### config.mk
export PLATFORM = sky130hd
export DESIGN_NAME = acrtc_fb_writer_flat
export DESIGN_NICKNAME = d
export VERILOG_FILES = /design/src/rtl/acrtc_fb_writer_if.sv /design/src/rtl/acrtc_fb_writer.sv /design/src/flat_wrapper.sv
export SDC_FILE = /design/constraint.sdc
export NUM_CORES = 1
export LEC_CHECK = 0
export CAP_MARGIN = 10
export CORE_UTILIZATION = 43
export DETAILED_ROUTE_END_ITERATION = 7
export MAX_ROUTING_LAYER = met4
export PLACE_DENSITY = 0.75
export SYNTH_ARGS = -nofsm -noshare
export SYNTH_HDL_FRONTEND = slang
export SYNTH_SLANG_ARGS = --single-unit
### constraint.sdc
create_clock -name clk -period 1.7 [get_ports clk]
set_input_delay 0.34 -clock clk [delete_from_list [all_inputs] [get_ports clk]]
set_output_delay 0.34 -clock clk [all_outputs]
set_load 0.01 [all_outputs]
### src/rtl/acrtc_fb_writer_if.sv
// Capture-FIFO read port plus frame-RAM write port of the ACRTC frame-buffer writer.
// master = writer side, slave = FIFO/memory side.
interface acrtc_fb_writer_if #(
    parameter int ADDR_W = 20
);
    logic [31:0]       fb_in_rd;
    logic              fb_in_empty;
    logic              fb_in_ren;
    logic              mem_req;
    logic [ADDR_W-1:0] mem_addr;
    logic [15:0]       mem_wd;
    logic              mem_ack;

    modport master (
        input  fb_in_rd, fb_in_empty, mem_ack,
        output fb_in_ren, mem_req, mem_addr, mem_wd
    );

    modport slave (
        output fb_in_rd, fb_in_empty, mem_ack,
        input  fb_in_ren, mem_req, mem_addr, mem_wd
    );
endinterface

### src/rtl/acrtc_fb_writer.sv
// Drains the ACRTC capture FIFO into frame RAM, one req/ack write per captured word, with stats.
// Optional build macro FBW_SKIP_DUP_EN: suppress writes that repeat the last acked address/data.
module acrtc_fb_writer #(
    parameter int ADDR_W      = 20,
    parameter int FIFO_RD_LAT = 1,
    parameter int ACK_TIMEOUT = 255
) (
    input  logic                 clk,
    input  logic                 rst,
    acrtc_fb_writer_if.master    bus,
    input  logic [ADDR_W-1:0]    base_addr,
    output logic [15:0]          wr_count,
    output logic [15:0]          drop_count,
    output logic                 busy
);
    localparam logic [1:0] S_IDLE = 2'd0;
    localparam logic [1:0] S_LAT  = 2'd1;
    localparam logic [1:0] S_REQ  = 2'd2;

    localparam logic [1:0] LAT_LAST = 2'(FIFO_RD_LAT - 1);
    localparam logic [7:0] TO_LAST  = 8'(ACK_TIMEOUT - 1);

    logic [1:0]        r_state;
    logic [1:0]        r_lat_cnt;
    logic [7:0]        r_to_cnt;
    logic              r_mem_req;
    logic [ADDR_W-1:0] r_mem_addr;
    logic [15:0]       r_mem_wd;
    logic [15:0]       r_wr_count;
    logic [15:0]       r_drop_count;

    logic              w_capture;
    logic              w_tag_ok;
    logic [ADDR_W-1:0] w_map_addr;
    logic              w_dup;
    logic              w_acked;

    assign w_capture  = (r_state == S_LAT) && (r_lat_cnt == LAT_LAST);
    assign w_tag_ok   = (bus.fb_in_rd[31:30] == 2'b00);
    assign w_map_addr = base_addr + ADDR_W'(bus.fb_in_rd[29:16]);
    assign w_acked    = (r_state == S_REQ) && bus.mem_ack;

`ifdef FBW_SKIP_DUP_EN
    logic              r_last_vld;
    logic [ADDR_W-1:0] r_last_addr;
    logic [15:0]       r_last_wd;

    // Only a completed (acked) write becomes the reference; timeouts leave it untouched.
    always_ff @(posedge clk or negedge rst) begin
        if (!rst) begin
            r_last_vld  <= 1'b0;
            r_last_addr <= '0;
            r_last_wd   <= '0;
        end else if (w_acked) begin
            r_last_vld  <= 1'b1;
            r_last_addr <= r_mem_addr;
            r_last_wd   <= r_mem_wd;
        end
    end

    assign w_dup = r_last_vld && (w_map_addr == r_last_addr) && (bus.fb_in_rd[15:0] == r_last_wd);
`else
    assign w_dup = 1'b0;
`endif

    // Popping only from IDLE keeps at most one word in flight.
    assign bus.fb_in_ren = (r_state == S_IDLE) & ~bus.fb_in_empty & rst;

    always_ff @(posedge clk or negedge rst) begin
        if (!rst) begin
            r_state      <= S_IDLE;
            r_lat_cnt    <= '0;
            r_to_cnt     <= '0;
            r_mem_req    <= 1'b0;
            r_mem_addr   <= '0;
            r_mem_wd     <= '0;
            r_wr_count   <= '0;
            r_drop_count <= '0;
        end else begin
            case (r_state)
                S_IDLE: begin
                    if (!bus.fb_in_empty) begin
                        r_state   <= S_LAT;
                        r_lat_cnt <= '0;
                    end
                end
                S_LAT: begin
                    r_lat_cnt <= r_lat_cnt + 2'd1;
                    if (w_capture) begin
                        if (!w_tag_ok) begin
                            if (r_drop_count != 16'hFFFF) r_drop_count <= r_drop_count + 16'd1;
                            r_state <= S_IDLE;
                        end else if (w_dup) begin
                            r_state <= S_IDLE;
                        end else begin
                            r_mem_addr <= w_map_addr;
                            r_mem_wd   <= bus.fb_in_rd[15:0];
                            r_mem_req  <= 1'b1;
                            r_to_cnt   <= '0;
                            r_state    <= S_REQ;
                        end
                    end
                end
                S_REQ: begin
                    // Ack takes priority over the timeout limit in the same cycle.
                    if (bus.mem_ack) begin
                        r_mem_req <= 1'b0;
                        if (r_wr_count != 16'hFFFF) r_wr_count <= r_wr_count + 16'd1;
                        r_state   <= S_IDLE;
                    end else if (r_to_cnt == TO_LAST) begin
                        r_mem_req <= 1'b0;
                        if (r_drop_count != 16'hFFFF) r_drop_count <= r_drop_count + 16'd1;
                        r_state   <= S_IDLE;
                    end else begin
                        r_to_cnt <= r_to_cnt + 8'd1;
                    end
                end
                default: begin
                    r_mem_req <= 1'b0;
                    r_state   <= S_IDLE;
                end
            endcase
        end
    end

    assign bus.mem_req  = r_mem_req;
    assign bus.mem_addr = r_mem_addr;
    assign bus.mem_wd   = r_mem_wd;
    assign wr_count     = r_wr_count;
    assign drop_count   = r_drop_count;
    assign busy         = (r_state != S_IDLE);
endmodule

### src/flat_wrapper.sv
// flat-port wrapper written by rule: the top's interface ports become plain ports
module acrtc_fb_writer_flat 
#(
    parameter int ADDR_W      = 20,
    parameter int FIFO_RD_LAT = 1,
    parameter int ACK_TIMEOUT = 255
)
  (clk, rst, base_addr, wr_count, drop_count, busy, bus_fb_in_rd, bus_fb_in_empty, bus_mem_ack, bus_fb_in_ren, bus_mem_req, bus_mem_addr, bus_mem_wd);
  acrtc_fb_writer_if #(.ADDR_W(ADDR_W)) bus_i ();
  input  logic clk;
  input  logic rst;
  input  logic [ADDR_W-1:0] base_addr;
  output logic [15:0] wr_count;
  output logic [15:0] drop_count;
  output logic busy;
  input wire logic [$bits(bus_i.fb_in_rd)-1:0] bus_fb_in_rd;
  input wire logic [$bits(bus_i.fb_in_empty)-1:0] bus_fb_in_empty;
  input wire logic [$bits(bus_i.mem_ack)-1:0] bus_mem_ack;
  output wire logic [$bits(bus_i.fb_in_ren)-1:0] bus_fb_in_ren;
  output wire logic [$bits(bus_i.mem_req)-1:0] bus_mem_req;
  output wire logic [$bits(bus_i.mem_addr)-1:0] bus_mem_addr;
  output wire logic [$bits(bus_i.mem_wd)-1:0] bus_mem_wd;
  assign bus_i.fb_in_rd = bus_fb_in_rd;
  assign bus_i.fb_in_empty = bus_fb_in_empty;
  assign bus_i.mem_ack = bus_mem_ack;
  assign bus_fb_in_ren = bus_i.fb_in_ren;
  assign bus_mem_req = bus_i.mem_req;
  assign bus_mem_addr = bus_i.mem_addr;
  assign bus_mem_wd = bus_i.mem_wd;
  acrtc_fb_writer #(.ADDR_W(ADDR_W), .FIFO_RD_LAT(FIFO_RD_LAT), .ACK_TIMEOUT(ACK_TIMEOUT)) u_core (.clk(clk), .rst(rst), .bus(bus_i), .base_addr(base_addr), .wr_count(wr_count), .drop_count(drop_count), .busy(busy));
endmodule
==> results.txt, run 1 <==
----------------------------------------------------
[Timing]
  Worst slew margin relative to its limit ... 0.302
  Worst Max-Slew Pin Slew ... 1.05 ns
  Max-slew violations ... 0
  Ratio of final minimum period to clock period ... 1.13
  Min cycle time layout ... 1.93 ns
  Final Hold Viols ... 0
  Fmax ... 0.519 GHz
  Smallest setup slack after layout ... -0.226 ns
  Setup Skew ... between 0.01 and 0.015 ns
  Number of endpoints failing setup at the final stage ... 35
  Unrepaired setup endpoints after global routing ... true
  Total negative slack ... -2.73 ns

[Synthesis]
  Area share of the leading cell type in the synthesized netlist ... 0.478
  Netlist cell types ... 52
  Post-synthesis cell area ... between 4000 and 5000 um^2
  Syn. warnings ... 0
  Top cells by area in the synthesized netlist ... sky130_fd_sc_hd__dfrtp_1 48%, sky130_fd_sc_hd__nand2_1 9.2%, sky130_fd_sc_hd__xnor2_1 6.2%
  Number of enable-type register cells in the synthesized netlist ... 0
  Number of storage elements in the synthesis netlist ... 81
  Syn Inst Count ... about 440
  Mean area per synthesized cell ... approximately 9.5 um^2
  Cell taking the most area after synthesis ... sky130_fd_sc_hd__dfrtp_1
  Most instantiated library cell after synthesis ... sky130_fd_sc_hd__nand2_1
  Syn nets ... between 500 and 600
  Sequential-to-total area share from yosys stat ... 0.478
  Dominant synthesized flop cell ... sky130_fd_sc_hd__dfrtp_1
  Async set-reset flop share out of synthesis ... 1.00
  Most common library cells after synthesis ... 104 x sky130_fd_sc_hd__nand2_1, 81 x sky130_fd_sc_hd__dfrtp_1, 30 x sky130_fd_sc_hd__xnor2_1

[Placed design]
  Port bufs ... roughly 130
  Final HPWL from detailed placement ... between 8000 and 9000 um
  Worst-case setup slack after placement ... -1.02 ns
  Cells after DPL ... between 700 and 800
  GP Congestion ... 0.911

[Run status]
  Outcome ... complete, but fails checks
  Violated checks ... negative setup slack

[Worst setup path]
  CP dominant cell by count ... sky130_fd_sc_hd__nand4_1
  Type of the worst setup path ... register to register
  CP Data Arrival Time ... approximately 2.2 ns
  Delay of the slowest critical-path stage ... 0.38 ns
  Crit path required time ... around 1.9 ns
  Crit-path cells ... and4_4 -> nand4_1 -> o22ai_2 -> o31a_1 -> buf_6 -> nand4_1 -> xnor2_1
  Nature of the critical path endpoint ... register
  Family with the most delay on the worst path ... simple AND/OR/NAND/NOR gates
  Slowest cell on crit path ... sky130_fd_sc_hd__dfrtp_1
  Startpoint class of the critical path ... register
  Number of buffers and inverters on the critical path ... 1
  Largest fanout on the critical path ... 5

[Routing]
  First DRT Iteration DRCs ... between 150 and 200
  DR pass1 iterations ... 4
  Vias per cell ... ~5.2
  Final wirelength ... 14000 um
  Routed Antenna Nets ... 0
  Count of vias placed by the detailed router ... 4389
  Average routed wire per standard cell ... 16.7 um
  Drt drc ... 0

[Power]
  Power share of the sequential group ... 0.339
  Power density normalized to cell area ... 1100 nW/um^2
  Switching power as a share of total power ... 0.332
  Worst vdd rail ir drop ... between 0.0005 and 0.0006 V
  Total Power Consumption ... about 8.4 mW
  Portion of total power attributed to combinational logic ... 0.452
  Internal power consumption ... roughly 5.6 mW
  Static leakage ... 3.77 nW
  Switching power ... 2.77 mW
  Clock network power share ... 0.209

[Final layout]
  Antenna fix cells ... 0
  Share of post-route cells with drive strength above 1 ... 0.389
  Multi-input combinational cell area ... 2790 um^2
  Area added between synthesis and finish ... 79.3%
  Count of filler cells inserted in the layout ... 544
  Sequential cell area ... 2030 um^2
  # nets final ... slightly below 800
  Layout Cells excl Fill ... around 840

[Clock tree]
  TritonCTS Sinks ... 81
  CTS tree ... built
  Clock edge transition at the registers on the reported setup and hold paths ... around 0.09 ns
  CTS buffer count ... 9
  Number of buffers added to fix hold violations after cts ... 0
  Insertion delay of the later-clocked pin in the worst-skew pair ... 0.36 ns
  H-Tree Level Count ... 3
  Clk root buf ... sky130_fd_sc_hd__clkbuf_8
  Number of buffers on the longest clock path ... 2

[Global route]
  Initial antenna violation count ... 0
  Largest net degree at the start of global routing ... just over 80
  Vias in the first global route ... between 4000 and 5000
  Overall fraction of global-route tracks in use ... 0.256
  Congestion Overflow GR ... 0
  Global-route wire length before repair ... 19800 um

[Floorplan]
  Die outline height ... slightly above 100 um
  Boundary pin count ... around 130
  Chip width ... around 100 um
  Area enclosed by the die boundary ... ~10000 um^2
  Initial cell density of the core ... 0.450
  Number of core rows ... 35
  Area of the core ... between 9000 and 10000 um^2

[Job]
  Number of max-cap violations ... 0

[Min path]
  Type of the tightest min-delay check ... input port to asynchronous set/reset pin

----------------------------------------------------
==> routing by layer <==
layer	global-route usage	routed length, um	share of wire	vias to the layer above
li1	-	-	-	2040
met1	0.291	5680	0.41	2153
met2	0.459	7410	0.53	159
met3	0.0400	546	0.039	37
met4	0.0858	365	0.026	0
met5	-	0	0	-
==> cell type report <==
cell class,instances,share of cell area
clock buffers,11,0.0186
well taps,129,0.0212
repair buffers,260,0.306
inverters,11,0.00543
flip-flops and latches,81,0.267
clock inverters,5,0.0135
multi-input cells,341,0.368
==> final timing paths <==
| check | from | end | slack [ns] | cells after the start |
|---|---|---|---|---|
| setup / recovery | u_core.r_to_cnt[2]$_DFFE_PN0P_ | u_core.drop_count[9]$_DFFE_PN0P_ | -0.23 | 7 |
| hold / removal | rst | u_core.drop_count[11]$_DFFE_PN0P_ | 0.23 | 2 |
| setup reg to reg | u_core.r_to_cnt[2]$_DFFE_PN0P_ | u_core.drop_count[9]$_DFFE_PN0P_ | -0.23 | 7 |
| hold reg to reg | u_core.bus.mem_wd[13]$_DFFE_PN0P_ | u_core.bus.mem_wd[13]$_DFFE_PN0P_ | 0.48 | 2 |
| max in group asynchronous | rst | u_core.drop_count[0]$_DFFE_PN0P_ | 0.69 | 2 |
| min in group clk | bus_fb_in_rd[16] | u_core.bus.mem_addr[0]$_DFFE_PN0P_ | 0.29 | 4 |
==> stage by stage <==
stage | hold WS, ns | util | instance area [um^2]
4_1_cts | 0.275 | 0.759 | 7150
2_1_floorplan | 0.0444 | - | 4410
6_report | 0.229 | 0.807 | 7600
3_3_place_gp | 0.458 | 0.702 | 6610
5_1_grt | 0.299 | 0.807 | 7600
3_5_place_dp | 0.466 | 0.702 | 6610
==> sequential cells by signal, summed over array words and instances (netlist names) <==
name	flops
u_core.bus.mem_addr	20
u_core.bus.mem_req	1
u_core.bus.mem_wd	16
u_core.drop_count	16
u_core.r_lat_cnt	2
u_core.r_state	2
u_core.r_to_cnt	8
u_core.wr_count	16
==> power by group through the flow <==
stage	Combinational, mW	Clock [mW]	Sequential [mW]
floorplan	1.08	0	3.07
global route	4.07	1.86	2.89
CTS	3.46	1.74	2.81
global placement	3.22	0	2.80
detailed placement	3.33	0	2.83
finish	3.78	1.75	2.83
==> what timing repair did <==
action,CTS,global route
pin swaps,61,62
setup buffers,20,15
setup endpoints to repair,60,58
resized for setup,147,88
==> cell families (layout without fill, tap and decap cells) <==
family                   Yosys count  after routing  share of synthesized area
AO/OA/AOI/OAI                     63             63                      0.102
buffers and inverters             22            287                     0.0210
XOR/XNOR                          50             50                      0.103
flip-flops                        81             81                      0.478
AND/OR/NAND/NOR                  202            202                      0.219
multiplexers                       6              6                     0.0162
adder cells (fa/ha/maj)           20             20                     0.0608
==> placed cells by master (no fill, tap or decap), drive strengths merged, types with 3 or more instances in the layout <==
master / n
nor3: 3
bufinv: 3
nand4: 15
clkdlybuf4s50: 69
nor2: 30
o21ai: 23
o21a: 3
a21oi: 13
ha: 19
buf: 150
dfrtp: 81
nor3b: 3
nand2: 104
clkbuf: 13
dlymetal6s2s: 15
o211ai: 3
nand3: 22
a21o: 5
and3: 9
clkdlybuf4s15: 9
or2: 3
inv: 11
and2: 3
xnor2: 30
mux2: 4
xor2: 20
dlygate4sd2: 15
o2111ai: 3
==> worst reg2reg max path: stages (launching register included) <==
cell	delay, ns
sky130_fd_sc_hd__dfrtp_1	0.38
sky130_fd_sc_hd__and4_4	0.25
sky130_fd_sc_hd__nand4_1	0.15
sky130_fd_sc_hd__o22ai_2	0.18
sky130_fd_sc_hd__o31a_1	0.22
sky130_fd_sc_hd__buf_6	0.14
sky130_fd_sc_hd__nand4_1	0.12
sky130_fd_sc_hd__xnor2_1	0.36
Note: power is estimated with default switching activity, not from simulation.
==> run 2, diff against run 1 <==
--- a/config.mk
+++ b/config.mk
@@ -6,10 +6,10 @@
 export NUM_CORES = 1
 export LEC_CHECK = 0
 export CAP_MARGIN = 10
-export CORE_UTILIZATION = 43
+export CORE_UTILIZATION = 48
 export DETAILED_ROUTE_END_ITERATION = 7
 export MAX_ROUTING_LAYER = met4
-export PLACE_DENSITY = 0.75
+export PLACE_DENSITY = 0.79
 export SYNTH_ARGS = -nofsm -noshare
 export SYNTH_HDL_FRONTEND = slang
 export SYNTH_SLANG_ARGS = --single-unit
==> constraint.sdc (replaced) <==
create_clock -name clk -period 2 [get_ports clk]
set_input_delay 0.4 -clock clk [delete_from_list [all_inputs] [get_ports clk]]
set_output_delay 0.4 -clock clk [all_outputs]
set_load 0.01 [all_outputs]
==> run 2 against run 1 <==
Effect of this change:
- the run now ends clean
- non-clock buffer count shrank 67
- power down 23%
- global-route usage is 0.18 points lower
- register-to-register slack gained 0.31 ns
- clock skew is essentially flat
- sequential power fell by 15%
- core utilization shrank 2.7 points
- clock power down 21%
- wire length decreased by 23%
- largest power group unchanged
==> results.txt, run 2 (synthesized netlist as in run 1, its figures left out) <==
----------------------------------------------------
[Run status]
  Outcome ... finished, final reports clean (was complete, but fails checks)

[Clock tree]
  Clk root buf ... sky130_fd_sc_hd__clkbuf_8 (unchanged)
  Number of buffers added to fix hold violations after cts ... 0 (unchanged)
  H-Tree Level Count ... 3 (unchanged)
  TritonCTS Sinks ... 81 (unchanged)
  Clock edge transition at the registers on the reported setup and hold paths ... 0.09 ns (about the same)
  Insertion delay of the later-clocked pin in the worst-skew pair ... 0.35 ns (was 0.36 ns)
  CTS buffer count ... 9 (unchanged)
  Number of buffers on the longest clock path ... 2 (unchanged)
  CTS tree ... built (unchanged)

[Worst setup path]
  Nature of the critical path endpoint ... register (unchanged)
  Reg-to-reg startpoint ... u_core.wr_count[0]$_DFFE_PN0P_ (was u_core.r_to_cnt[2]$_DFFE_PN0P_)
  End of the worst register-to-register path ... u_core.wr_count[1]$_DFFE_PN0P_ (was u_core.drop_count[9]$_DFFE_PN0P_)
  Crit path capture ... u_core.bus.mem_addr[17]$_DFFE_PN0P_ (was u_core.drop_count[9]$_DFFE_PN0P_)
  Source of the critical timing path ... base_addr[1] (was u_core.r_to_cnt[2]$_DFFE_PN0P_)
  CP Data Arrival Time ... 2.24 ns (was 2.15 ns)
  Largest fanout on the critical path ... 5 (unchanged)
  Crit path required time ... 2.25 ns (was 1.93 ns)
  Register-to-register path setup slack ... 0.08 ns (was -0.23 ns)
  Worst reg-to-reg path cell count ... 6 (was 7)
  Type of the worst setup path ... input port to register (was register to register)
  Startpoint class of the critical path ... input port (was register)

[Placed design]
  Port bufs ... 126 (unchanged)
  Worst-case setup slack after placement ... -0.746 ns (was -1.02 ns)
  Final HPWL from detailed placement ... 7920 um (was 8840 um)
  GP Congestion ... 0.869 (was 0.911)

[Routing]
  Vias per cell ... 5.14 (was 5.24)
  First DRT Iteration DRCs ... 82 (was 176)
  Routed Antenna Nets ... 0 (unchanged)
  Final wirelength ... 10700 um (was 14000 um)
  Average routed wire per standard cell ... 14.4 um (was 16.7 um)
  Drt drc ... 0 (unchanged)
  DR pass1 iterations ... 4 (unchanged)
  Count of vias placed by the detailed router ... 3842 (was 4389)

[Timing]
  Number of endpoints failing setup at the final stage ... 0 (was 35)
  Worst Max-Slew Pin Slew ... 1.00 ns (was 1.05 ns)
  Unrepaired setup endpoints after global routing ... true (unchanged)
  Final Hold Viols ... 0 (unchanged)
  Max-slew violations ... 0 (unchanged)
  Smallest setup slack after layout ... 0.00745 ns (was -0.226 ns)
  Min cycle time layout ... approximately 2 ns
  Ratio of final minimum period to clock period ... 0.996
  Worst slew margin relative to its limit ... 0.332 (was 0.302)
  Fmax ... 0.502 GHz
  Setup Skew ... 0.0119 ns (was 0.0115 ns)
  Total negative slack ... 0 ns (was -2.73 ns)

[Floorplan]
  Area of the core ... 8380 um^2 (was 9420 um^2)
  Chip width ... 96.0 um (was 101 um)
  Boundary pin count ... 127 (unchanged)
  Number of core rows ... 33 (was 35)
  Initial cell density of the core ... 0.506 (was 0.450)
  Area enclosed by the die boundary ... 9210 um^2 (was 10300 um^2)
  Die outline height ... 96.0 um (was 101 um)

[Global route]
  Global-route wire length before repair ... 17600 um (was 19800 um)
  Vias in the first global route ... 3903 (was 4350)
  Initial antenna violation count ... 0 (unchanged)
  Overall fraction of global-route tracks in use ... 0.254 (was 0.256)
  Largest net degree at the start of global routing ... 82 (unchanged)
  Congestion Overflow GR ... 0 (unchanged)

[Final layout]
  Utilization of the core after routing ... 0.780 (was 0.807)
  Most frequent cells in the layout ... 103 x sky130_fd_sc_hd__nand2_1, 99 x sky130_fd_sc_hd__clkdlybuf4s50_1, 80 x sky130_fd_sc_hd__dfrtp_1, 66 x sky130_fd_sc_hd__buf_4, 30 x sky130_fd_sc_hd__xnor2_1 (was 118 x sky130_fd_sc_hd__buf_4, 96 x sky130_fd_sc_hd__nand2_1, 79 x sky130_fd_sc_hd__dfrtp_1, 69 x sky130_fd_sc_hd__clkdlybuf4s50_1)
  Most common library cell in the layout ignoring fill and taps ... sky130_fd_sc_hd__nand2_1 (was sky130_fd_sc_hd__buf_4)
  Max reg flops ... 20 (unchanged)
  Area added between synthesis and finish ... 54.2% (was 79.3%)
  Share of post-route cells with drive strength above 1 ... 0.221 (was 0.389)
  # nets final ... 713 (was 780)
  Count of filler cells inserted in the layout ... 585 (was 544)
  Antenna fix cells ... 0 (unchanged)

[Power]
  Worst vdd rail ir drop ... 0.000691 V (was 0.000537 V)
  Power density normalized to cell area ... 980 nW/um^2 (was 1100 nW/um^2)
  Total Power Consumption ... 6.41 mW (was 8.35 mW)
  Static leakage ... 3.01 nW (was 3.77 nW)

[Min path]
  Type of the tightest min-delay check ... input port to asynchronous set/reset pin (unchanged)

[Job]
  Number of max-cap violations ... 0 (unchanged)

----------------------------------------------------
## run 2: cell types whose count changed in the layout (fill, tap and decap cells not counted), moves of 9 or more
cell	before	now
sky130_fd_sc_hd__nand3_1	9	20
sky130_fd_sc_hd__buf_4	118	66
sky130_fd_sc_hd__clkbuf_2	2	11
sky130_fd_sc_hd__buf_6	20	4
sky130_fd_sc_hd__dlymetal6s2s_1	15	4
sky130_fd_sc_hd__buf_2	9	0
sky130_fd_sc_hd__clkdlybuf4s50_1	69	99
sky130_fd_sc_hd__dlygate4sd2_1	15	6
## run 2: repair_timing
action | CTS | global route
endpoints found under the hold margin | 0 | 0
endpoints found under the setup margin | 15 | 53
setup buffers | 5 | 2
gates resized for setup | 42 | 45
pin swaps | 15 | 16
## run 2: area by class of cell
cell class                 count  area [um^2]  area share
multi-input combinational    341         2380       0.364
clock buffer                  11          151      0.0232
tap                          105          131      0.0201
inverter                      11         41.3     0.00632
timing repair buffer         193         1720       0.263
clock inverter                 5         86.3      0.0132
sequential                    81         2030       0.310
## run 2: metrics by stage
| step | hold slack, ns | cell area [um^2] | instances |
|---|---|---|---|
| floorplan | 0.104 | 4340 | 444 |
| global placement | 0.458 | 6130 | 724 |
| detailed placement | 0.462 | 6130 | 724 |
| CTS | 0.349 | 6470 | 745 |
| global route | 0.388 | 6540 | 747 |
| finish | 0.317 | 6540 | 747 |
## run 2: worst max-delay path: stages
cell                            delay [ns]
sky130_fd_sc_hd__dlygate4sd2_1        0.26
sky130_fd_sc_hd__ha_1                 0.30
sky130_fd_sc_hd__a21o_1               0.14
sky130_fd_sc_hd__a21oi_2              0.07
sky130_fd_sc_hd__o21a_1               0.19
sky130_fd_sc_hd__a31o_4               0.25
sky130_fd_sc_hd__or4_1                0.46
sky130_fd_sc_hd__and3_1               0.17
## run 2: layer usage
layer	vias to the layer above	wire length, um	part of all wire	track usage
met3	13	505	0.047	0.0577
met5	-	0	0	-
met2	106	5540	0.52	0.444
met4	0	74	0.0069	0.0560
met1	1819	4620	0.43	0.300
li1	1904	-	-	-
## run 2: power breakdown
| group | switching [mW] | internal (mW) |
|---|---|---|
| Sequential | 0.313 | 2.10 |
| Combinational | 1.17 | 1.44 |
| Clock | 0.607 | 0.780 |
## run 2: how the worst min path moves through the flow
stage	from	to	slack, ns	cells past startpoint
after floorplan	rst	u_core.bus.mem_addr[0]$_DFFE_PN0P_	0.10	0
after global placement	u_core.bus.mem_wd[3]$_DFFE_PN0P_	u_core.bus.mem_wd[3]$_DFFE_PN0P_	0.46	2
after detailed placement	u_core.bus.mem_addr[0]$_DFFE_PN0P_	u_core.bus.mem_addr[0]$_DFFE_PN0P_	0.46	2
after CTS	rst	u_core.wr_count[5]$_DFFE_PN0P_	0.35	2
after global routing	rst	u_core.wr_count[4]$_DFFE_PN0P_	0.39	2
final	rst	u_core.wr_count[4]$_DFFE_PN0P_	0.32	2
==> run 3, diff against run 2 <==
--- a/config.mk
+++ b/config.mk
@@ -6,6 +6,7 @@
 export NUM_CORES = 1
 export LEC_CHECK = 0
 export CAP_MARGIN = 10
+export CORE_ASPECT_RATIO = 1.25
 export CORE_UTILIZATION = 48
 export DETAILED_ROUTE_END_ITERATION = 7
 export MAX_ROUTING_LAYER = met4
==> run 3 against run 2 <==
Effect of this change:
- the flow now finishes with violations (negative setup slack)
- cell count up 2.9%
- sequential share of layout area down 0.18 points
- non-clock buffer count up 10
- sequential cell count unchanged
- wire length up 5.9%
- count of clock-buffer cells in the layout unchanged
- hold slack worse by 0.031 ns
- die area about the same
- combinational power about the same
- clock skew down 0.0010 ns
==> results.txt, run 3 (synthesized netlist as in run 1, its figures left out) <==
----------------------------------------------------
[Timing]
  Final Hold Viols ... 0 (unchanged)
  Worst slew margin relative to its limit ... 0.324 (was 0.332)
  Total negative slack ... -0.00710 ns (was 0 ns)
  Fmax ... 0.498 GHz (was 0.502 GHz)
  Ratio of final minimum period to clock period ... 1.00 (was 0.996)
  Setup Skew ... 0.0109 ns (was 0.0119 ns)
  Smallest setup slack after layout ... -0.00710 ns (was 0.00745 ns)
  Max-slew violations ... 0 (unchanged)
  Worst Max-Slew Pin Slew ... 1.01 ns (was 1.00 ns)
  Min cycle time layout ... 2.01 ns (was 1.99 ns)
  Number of endpoints failing setup at the final stage ... 1 (was 0)
  Tightest hold margin ... 0.285 ns (was 0.317 ns)
  Unrepaired setup endpoints after global routing ... true (unchanged)

[Final layout]
  # nets final ... 723 (was 713)
  Sequential cell area ... 2030 um^2 (about the same)
  Most common library cell in the layout ignoring fill and taps ... sky130_fd_sc_hd__nand2_1 (unchanged)
  Area added between synthesis and finish ... 55.0% (was 54.2%)
  Max reg flops ... 20 (unchanged)
  Most frequent cells in the layout ... 102 x sky130_fd_sc_hd__nand2_1, 99 x sky130_fd_sc_hd__clkdlybuf4s50_1, 81 x sky130_fd_sc_hd__dfrtp_1, 75 x sky130_fd_sc_hd__buf_4, 30 x sky130_fd_sc_hd__xnor2_1 (was 103 x sky130_fd_sc_hd__nand2_1, 99 x sky130_fd_sc_hd__clkdlybuf4s50_1, 80 x sky130_fd_sc_hd__dfrtp_1, 66 x sky130_fd_sc_hd__buf_4, 30 x sky130_fd_sc_hd__xnor2_1)
  Antenna fix cells ... 0 (unchanged)
  Final design instance area without fill ... 6570 um^2 (was 6540 um^2)
  Count of filler cells inserted in the layout ... 578 (was 585)
  Multi-input combinational cell area ... 2390 um^2 (was 2380 um^2)
  Layout Cells excl Fill ... 769 (was 747)
  Utilization of the core after routing ... 0.784 (was 0.780)
  Share of post-route cells with drive strength above 1 ... 0.244 (was 0.221)

[Run status]
  Outcome ... complete, but fails checks (was finished, final reports clean)
  Violated checks ... negative setup slack

[Placed design]
  Port bufs ... 126 (unchanged)
  Placed Instance Area ... 6160 um^2 (was 6130 um^2)
  GP Congestion ... 0.897 (was 0.869)
  Cells after DPL ... 738 (was 724)
  Final HPWL from detailed placement ... 8220 um (was 7920 um)

[Worst setup path]
  CP Data Arrival Time ... 2.26 ns (was 2.24 ns)
  Slowest cell on crit path ... sky130_fd_sc_hd__or4_4 (was sky130_fd_sc_hd__or4_1)
  Nature of the critical path endpoint ... register (unchanged)
  Startpoint class of the critical path ... input port (unchanged)
  Crit path required time ... 2.25 ns (about the same)
  Largest fanout on the critical path ... 4 (was 5)
  Type of the worst setup path ... input port to register (unchanged)
  Crit-path cells ... clkdlybuf4s15_1 -> ha_1 -> a21o_1 -> a21oi_2 -> o21a_2 -> a31o_4 -> or4_4 -> and3_4 (was dlygate4sd2_1 -> ha_1 -> a21o_1 -> a21oi_2 -> o21a_1 -> a31o_4 -> or4_1 -> and3_1)
  Delay of the slowest critical-path stage ... 0.50 ns (was 0.46 ns)

[Power]
  Static leakage ... 3.02 nW (was 3.01 nW)
  Power density normalized to cell area ... 941 nW/um^2 (was 980 nW/um^2)
  Worst vdd rail ir drop ... 0.000472 V (was 0.000691 V)

[Global route]
  Vias in the first global route ... 4201 (was 3903)
  Largest net degree at the start of global routing ... 82 (unchanged)
  Congestion Overflow GR ... 0 (unchanged)
  Global-route wire length before repair ... 18200 um (was 17600 um)
  Initial antenna violation count ... 0 (unchanged)
  Overall fraction of global-route tracks in use ... 0.257 (was 0.254)

[Routing]
  Vias per cell ... 5.19 (was 5.14)
  DR pass1 iterations ... 4 (unchanged)
  Drt drc ... 0 (unchanged)
  Average routed wire per standard cell ... 14.8 um (was 14.4 um)
  First DRT Iteration DRCs ... 203 (was 82)
  Count of vias placed by the detailed router ... 3994 (was 3842)
  Routed Antenna Nets ... 0 (unchanged)
  Final wirelength ... 11400 um (was 10700 um)

[Clock tree]
  TritonCTS Sinks ... 81 (unchanged)
  Clock edge transition at the registers on the reported setup and hold paths ... 0.09 ns (about the same)
  Number of buffers on the longest clock path ... 2 (unchanged)
  Insertion delay of the later-clocked pin in the worst-skew pair ... 0.35 ns (about the same)
  Clk root buf ... sky130_fd_sc_hd__clkbuf_8 (unchanged)
  H-Tree Level Count ... 3 (unchanged)
  CTS buffer count ... 9 (unchanged)
  CTS tree ... built (unchanged)

[Job]
  Number of max-cap violations ... 0 (unchanged)

[Floorplan]
  Initial cell density of the core ... 0.506 (about the same)
  Boundary pin count ... 127 (unchanged)
  Number of core rows ... 37 (was 33)
  Die outline height ... 107 um (was 96.0 um)
  Chip width ... 86.1 um (was 96.0 um)
  Area of the core ... 8380 um^2 (about the same)
  Area enclosed by the die boundary ... 9210 um^2 (about the same)

[Min path]
  Type of the tightest min-delay check ... input port to asynchronous set/reset pin (unchanged)

----------------------------------------------------
## run 3: metrics by stage
stage	power, mW	setup slack (ns)
after floorplan	3.49	-0.156
after global placement	4.88	-0.667
after detailed placement	4.98	-0.746
after CTS	6.15	0.00192
after global routing	6.57	-0.0519
final	6.18	-0.00710
## run 3: power breakdown
part	switching, mW	leakage (nW)	total, mW	internal [mW]
registers	0.324	1.05	2.42	2.10
clock network	0.613	0.0878	1.14	0.523
logic	1.17	1.88	2.62	1.45
## run 3: worst max-delay path, delay by kind of cell
kind	cells	cell delay [ns]
adders and majority gates	1	0.30
AOI/OAI and AO/OA	4	0.65
buffers and inverters	1	0.22
and+or+nand+nor	2	0.68
## run 3: path summary, 6_finish.rpt
path	startpoint	to	slack [ns]	depth (start not counted)
max	bus_fb_in_rd[17]	u_core.bus.mem_addr[17]$_DFFE_PN0P_	-0.007	8
max in group asynchronous	rst	u_core.bus.mem_wd[13]$_DFFE_PN0P_	1.01	2
max reg2reg	u_core.wr_count[0]$_DFFE_PN0P_	u_core.wr_count[1]$_DFFE_PN0P_	0.09	6
min	rst	u_core.wr_count[15]$_DFFE_PN0P_	0.29	2
min reg2reg	u_core.bus.mem_wd[1]$_DFFE_PN0P_	u_core.bus.mem_wd[1]$_DFFE_PN0P_	0.48	2
min in group clk	bus_fb_in_rd[16]	u_core.bus.mem_addr[0]$_DFFE_PN0P_	0.39	4
## run 3: timing repair
action	4_1_cts	5_1_grt
endpoints found under the hold margin	0	0
endpoints found under the setup margin	17	21
hold buffers	0	0
pin swaps	23	17
buffers inserted	8	7
gates resized for setup	55	44
## run 3: routing by layer
metal | GRT usage | wire, um
met1 | 0.275 | 4400
met2 | 0.464 | 6110
met3 | 0.0439 | 557
met4 | 0.108 | 307
met5 | - | 0
## run 3: layout make-up
class | instances | share of cell area
multi-input cells | 341 | 0.363
repair buffers | 203 | 0.271
well taps | 117 | 0.0223
flip-flops and latches | 81 | 0.308
inverters | 11 | 0.00628
clock buffers | 11 | 0.0230
clock inverters | 5 | 0.00609
